--- src/rtl/arb2_mux_ctrl_pkg.sv ---
// Shared definitions for the two-requester round-robin arbiter: state encodings,
// the default burst cap and the grant-pick rule used in IDLE.
package arb2_mux_ctrl_pkg;

    typedef enum logic [1:0] {
        ST_IDLE   = 2'd0,
        ST_GRANT0 = 2'd1,
        ST_GRANT1 = 2'd2
    } arb_state_e;

    localparam int ARB_MAX_BURST_DEF = 4;

    // Both requesting: the pointer wins. Otherwise the lone requester wins.
    function automatic logic pick_idx(input logic [1:0] v, input logic ptr);
        return (v == 2'b11) ? ptr : v[1];
    endfunction

endpackage

--- src/rtl/arb2_mux_ctrl_mux2x1.sv ---
// Single-bit 2:1 data-path multiplexer cell; din[0] when sel=0, din[1] when sel=1.
module mux2x1 (
    input  logic [1:0] din,
    input  logic       sel,
    output logic       y
);
    assign y = din[sel];
endmodule

--- src/rtl/arb2_mux_ctrl.sv ---
// Two-requester round-robin arbiter with burst cap and a registered output stage.
// Owns the data-path mux select; beats pass through mux2x1 cells into out_*.
module arb2_mux_ctrl
    import arb2_mux_ctrl_pkg::*;
#(
    parameter int DATA_W    = 8,
    parameter int MAX_BURST = ARB_MAX_BURST_DEF
) (
    input  logic              clk,
    input  logic              rst_n,
    input  logic [1:0]        req_valid,
    input  logic [1:0]        req_last,
    input  logic [DATA_W-1:0] req_data0,
    input  logic [DATA_W-1:0] req_data1,
    output logic [1:0]        req_ready,
    output logic              out_valid,
    output logic [DATA_W-1:0] out_data,
    output logic              out_last,
    output logic              out_src,
    input  logic              out_ready,
    output logic              sel,
    output logic              busy
);

    localparam int CNT_W = $clog2(MAX_BURST) + 1;

    arb_state_e        state_q, state_d;
    logic              ptr_q, ptr_d;
    logic [CNT_W-1:0]  cnt_q, cnt_d;
    logic              sel_q, sel_d;
    logic              ov_q, ov_d;
    logic [DATA_W-1:0] od_q, od_d;
    logic              ol_q, ol_d;
    logic              os_q, os_d;

    logic [DATA_W-1:0] mux_data;
    logic              mux_last;
    logic              grant_idx;
    logic              beat_acc;
    logic              burst_end;

    for (genvar i = 0; i < DATA_W; i++) begin : g_dmux
        mux2x1 u_mux (
            .din ({req_data1[i], req_data0[i]}),
            .sel (sel_q),
            .y   (mux_data[i])
        );
    end

    mux2x1 u_lmux (
        .din ({req_last[1], req_last[0]}),
        .sel (sel_q),
        .y   (mux_last)
    );

    // In either GRANT state sel_q already equals the granted index.
    assign grant_idx = (state_q == ST_GRANT1);
    assign beat_acc  = |(req_valid & req_ready);
    assign burst_end = mux_last | (cnt_q == CNT_W'(MAX_BURST - 1));

    always_ff @(posedge clk or negedge rst_n) begin
        if (!rst_n) state_q <= ST_IDLE;
        else        state_q <= state_d;
    end

    always_comb begin
        state_d = state_q;
        case (state_q)
            ST_IDLE: begin
                if (|req_valid)
                    state_d = pick_idx(req_valid, ptr_q) ? ST_GRANT1 : ST_GRANT0;
            end
            ST_GRANT0, ST_GRANT1: begin
                if (beat_acc && burst_end) state_d = ST_IDLE;
            end
            default: state_d = ST_IDLE;
        endcase
    end

    always_comb begin
        req_ready = 2'b00;
        busy      = 1'b0;
        case (state_q)
            ST_GRANT0: begin
                busy         = 1'b1;
                req_ready[0] = ~ov_q | out_ready;
            end
            ST_GRANT1: begin
                busy         = 1'b1;
                req_ready[1] = ~ov_q | out_ready;
            end
            default: ;
        endcase
    end

    always_comb begin
        sel_d = sel_q;
        cnt_d = cnt_q;
        ptr_d = ptr_q;
        ov_d  = ov_q;
        od_d  = od_q;
        ol_d  = ol_q;
        os_d  = os_q;
        if (state_q == ST_IDLE) begin
            cnt_d = '0;
            if (|req_valid) sel_d = pick_idx(req_valid, ptr_q);
        end
        if (beat_acc) begin
            cnt_d = cnt_q + CNT_W'(1);
            if (burst_end) ptr_d = ~grant_idx;
            ov_d = 1'b1;
            od_d = mux_data;
            ol_d = mux_last;
            os_d = grant_idx;
        end else if (out_ready) begin
            ov_d = 1'b0;
        end
    end

    always_ff @(posedge clk or negedge rst_n) begin
        if (!rst_n) begin
            ptr_q <= 1'b0;
            cnt_q <= '0;
            sel_q <= 1'b0;
            ov_q  <= 1'b0;
            od_q  <= '0;
            ol_q  <= 1'b0;
            os_q  <= 1'b0;
        end else begin
            ptr_q <= ptr_d;
            cnt_q <= cnt_d;
            sel_q <= sel_d;
            ov_q  <= ov_d;
            od_q  <= od_d;
            ol_q  <= ol_d;
            os_q  <= os_d;
        end
    end

    assign sel       = sel_q;
    assign out_valid = ov_q;
    assign out_data  = od_q;
    assign out_last  = ol_q;
    assign out_src   = os_q;

endmodule

--- config.mk ---
export PLATFORM = sky130hd
export DESIGN_NAME = arb2_mux_ctrl
export DESIGN_NICKNAME = d
export VERILOG_FILES = /design/src/rtl/arb2_mux_ctrl_pkg.sv /design/src/rtl/arb2_mux_ctrl_mux2x1.sv /design/src/rtl/arb2_mux_ctrl.sv
export SDC_FILE = /design/constraint.sdc
export NUM_CORES = 1
export LEC_CHECK = 0
export CORE_MARGIN = 2
export CORE_UTILIZATION = 45
export DETAILED_ROUTE_END_ITERATION = 7
export PLACE_DENSITY = 0.86
export SKIP_LAST_GASP = 1
export SYNTH_ARGS = -nofsm -noshare
export SYNTH_HDL_FRONTEND = slang
export SYNTH_SLANG_ARGS = --single-unit
--- constraint.sdc ---
create_clock -name clk -period 2.92 [get_ports clk]
set_input_delay 0.584 -clock clk [delete_from_list [all_inputs] [get_ports clk]]
set_output_delay 0.584 -clock clk [all_outputs]
set_load 0.1 [all_outputs]
==> run_results.csv <==
group,metric,value,unit
synth,synth_area,945,um2
timing,setup_ws,0.744,ns
clock_network,root_buffer,"clkbuf_4",
final_layout,syn2layout_area_growth,41.3,%
worst_setup_path,worstPathRequired,2.34,ns
grt,track_usage,19.1,%
worst_setup_path,path_cells,"clkdlybuf4s50_1 -> nand2b_1 -> and2_1 -> buf_12",
die,core,0.00196,mm2
grt,grt_first_pass_wirelength,3.62,mm
grt,antenna_found_initial,0,
clock_network,clk_path_buf_depth,2,
placement,dp_hpwl,1.71,mm
hold_path,min_from,"out_src",
timing,hold_viol_final,0,
worst_setup_path,crit_family,"buffers and inverters",
timing,setup-violations-final,0,
clock_network,cts_sinks,18,
die,rows,16,
worst_setup_path,startpoint_type,"primary input",
timing,skew,0.00451,ns
timing,clock.fmax,0.460,GHz
synth,synth_warnings,0,
clock_network,path_clk_slew,0.10,ns
grt,grt-ovfl-total,0,
final_layout,filler_cell_count,152,
detailed_routing,detail-route-antenna-nets,0,
clock_network,hold_buffers,0,
timing,fin_crit_sh,74.5,%
outcome,run_status,"finished, final reports clean",
clock_network,htree_levels,1,
detailed_routing,route.vias.total,801,
timing,fin_tns_setup,0,ns
detailed_routing,avgViaCountPerCell,5.07,
hold_path,hold_path_class,"flip-flop to flip-flop",
synth,synth.distinct_cells,23,
detailed_routing,avgRoutedWirePerCell,13.4,um
final_layout,final_cell_mix,"clkdlybuf4s50_1 (22), dfrtp_1 (18), nand2_1 (17), buf_4 (14), o21ai_1 (10)",
flow_run,maxCapViolCount,0,
timing,timing.final.crit_period,2.18,ns
clock_network,cts_made_buffers,3,
timing,rsz0062_at_grt,"false",
worst_setup_path,cp-end-kind,"output port",
die,die_w,49.8,um
final_layout,antenna_cells,0,
die,io_pins,38,
synth,synth_fp_nets,121,
clock_network,post-cts-setup-buffers,0,
synth,yosys-top-cells-area,"dfrtp_1 (48%), mux2i_1 (8.5%), nand2_1 (6.8%)",
final_layout,nNetsFinal,160,
placement,place_ws,0.678,ns
detailed_routing,drc,0,
die,die_h,49.8,um
clock_network,cts_tree,"yes",
worst_setup_path,critical_path_class,"primary input to output port",
timing,tightest_slew,0.799,ns
clock_network,cts_resized,0,
worst_setup_path,path_buf_inv,2,
grt,grt_max_degree,19,
grt,grt_pass1_vias,832,
worst_setup_path,reg2reg_from,"state_q[0]",
worst_setup_path,crit_start,"out_ready",
detailed_routing,routed_wl,2.13,mm
synth,synth_top_area_cell,"dfrtp_1",
synth,syn_inst,93,
final_layout,final_common_cell,"clkdlybuf4s50_1",
timing,slew_viol_final,0,
detailed_routing,drtPass1Iterations,4,
worst_setup_path,cp.arrival,1.59,ns
die,initial_core_util,48.2,%
clock_network,clk_latency,0.29,ns
die,die-area,0.00248,mm2
worst_setup_path,max_stage_delay,0.49,ns
synth,yosysSeqAreaShare,47.7,%
synth,postSynthAreaPerCell,10.2,um2
synth,ys_ff_latch,18,
timing,relSlewSlack,46.6,%
placement,place.gp.congestion,0.758,
final_layout,post_route_cells_drive_above_1_share,18.3,%
worst_setup_path,cp_max_fo,3,
worst_setup_path,slowest_stage,"clkdlybuf4s50_1",
detailed_routing,drt_iter0_drc,15,
placement,io_buffer_count,37,
worst_setup_path,rrSetupSlack,1.07,ns
synth,yosys.area.top_type_share,47.7,%
## layout make-up
class / count / area (um2) / area share (%)
Inverter: 5 / 18.8 / 1.41
Clock buffer: 4 / 36.3 / 2.72
Tap cell: 27 / 33.8 / 2.53
Sequential cell: 18 / 450 / 33.7
Multi-Input combinational cell: 66 / 430 / 32.2
Timing Repair Buffer: 38 / 365 / 27.4
## worst register-to-register path: stages, from the launching register on
cell and delay (ns):
dfrtp_1 0.40, inv_1 0.07, ha_1 0.26, a22oi_2 0.21
or2_1 0.43, buf_4 0.26, o21ai_0 0.11
## synthesized netlist by cell type
cell type,instances
inv_1,5
a22o_1,2
dfrtp_1,18
nor2b_1,1
o21ai_0,4
or2_1,1
a22oi_2,1
nand2_1,17
o31ai_1,1
a21oi_1,3
ha_1,5
a32oi_1,1
or3_1,1
nor2_1,3
mux2i_1,8
and2_2,1
and2_1,2
mux2i_2,1
nand2b_1,2
o21ai_1,10
nand3b_1,1
o21ai_2,1
buf_6,4
## stage by stage
step	util, %	hold WS (ns)	cells	cell area [um2]
floorplan	-	0.288	93	945
global placement	66.2	0.472	154	1300
detailed placement	66.2	0.472	154	1300
CTS	68.0	0.499	158	1340
global route	68.0	0.535	158	1340
finish	68.0	0.493	158	1340
## per-layer routing
metal / part of all wire (%) / vias up / track usage [%]
li1: - / 391 / -
met1: 40 / 382 / 21.7
met2: 55 / 22 / 36.2
met3: 3.1 / 6 / 2.12
met4: 2.1 / 0 / 6.94
met5: 0 / - / 0
## path summary, 6_finish.rpt
path,depth (start not counted),end
min in group asynchronous,1,out_valid
max in group asynchronous,1,out_data[0]
max reg2reg,6,out_data[0]
min,2,out_src
min reg2reg,2,out_src
max,4,req_ready[1]
## logic make-up (layout without fill, tap and decap cells)
logic type                 after synthesis  after routing  synth area share (%)
and+or+nand+nor                         29             29                  14.2
buffers and inverters                    9             47                  6.75
muxes                                    9              9                  9.93
adders and majority gates                5              5                  6.62
DFF                                     18             18                  47.7
AOI/OAI and AO/OA                       23             23                  14.8
## registers in the layout, indices dropped and copies added, names as in the netlist
signal	count
out_data	8
ptr_q	1
out_src	1
state_q	2
sel	1
out_valid	1
out_last	1
cnt_q	3
Power is left out: the tool's default activity adds up to more than one toggle a clock period on the data nets, which glitch-free logic cannot reach.
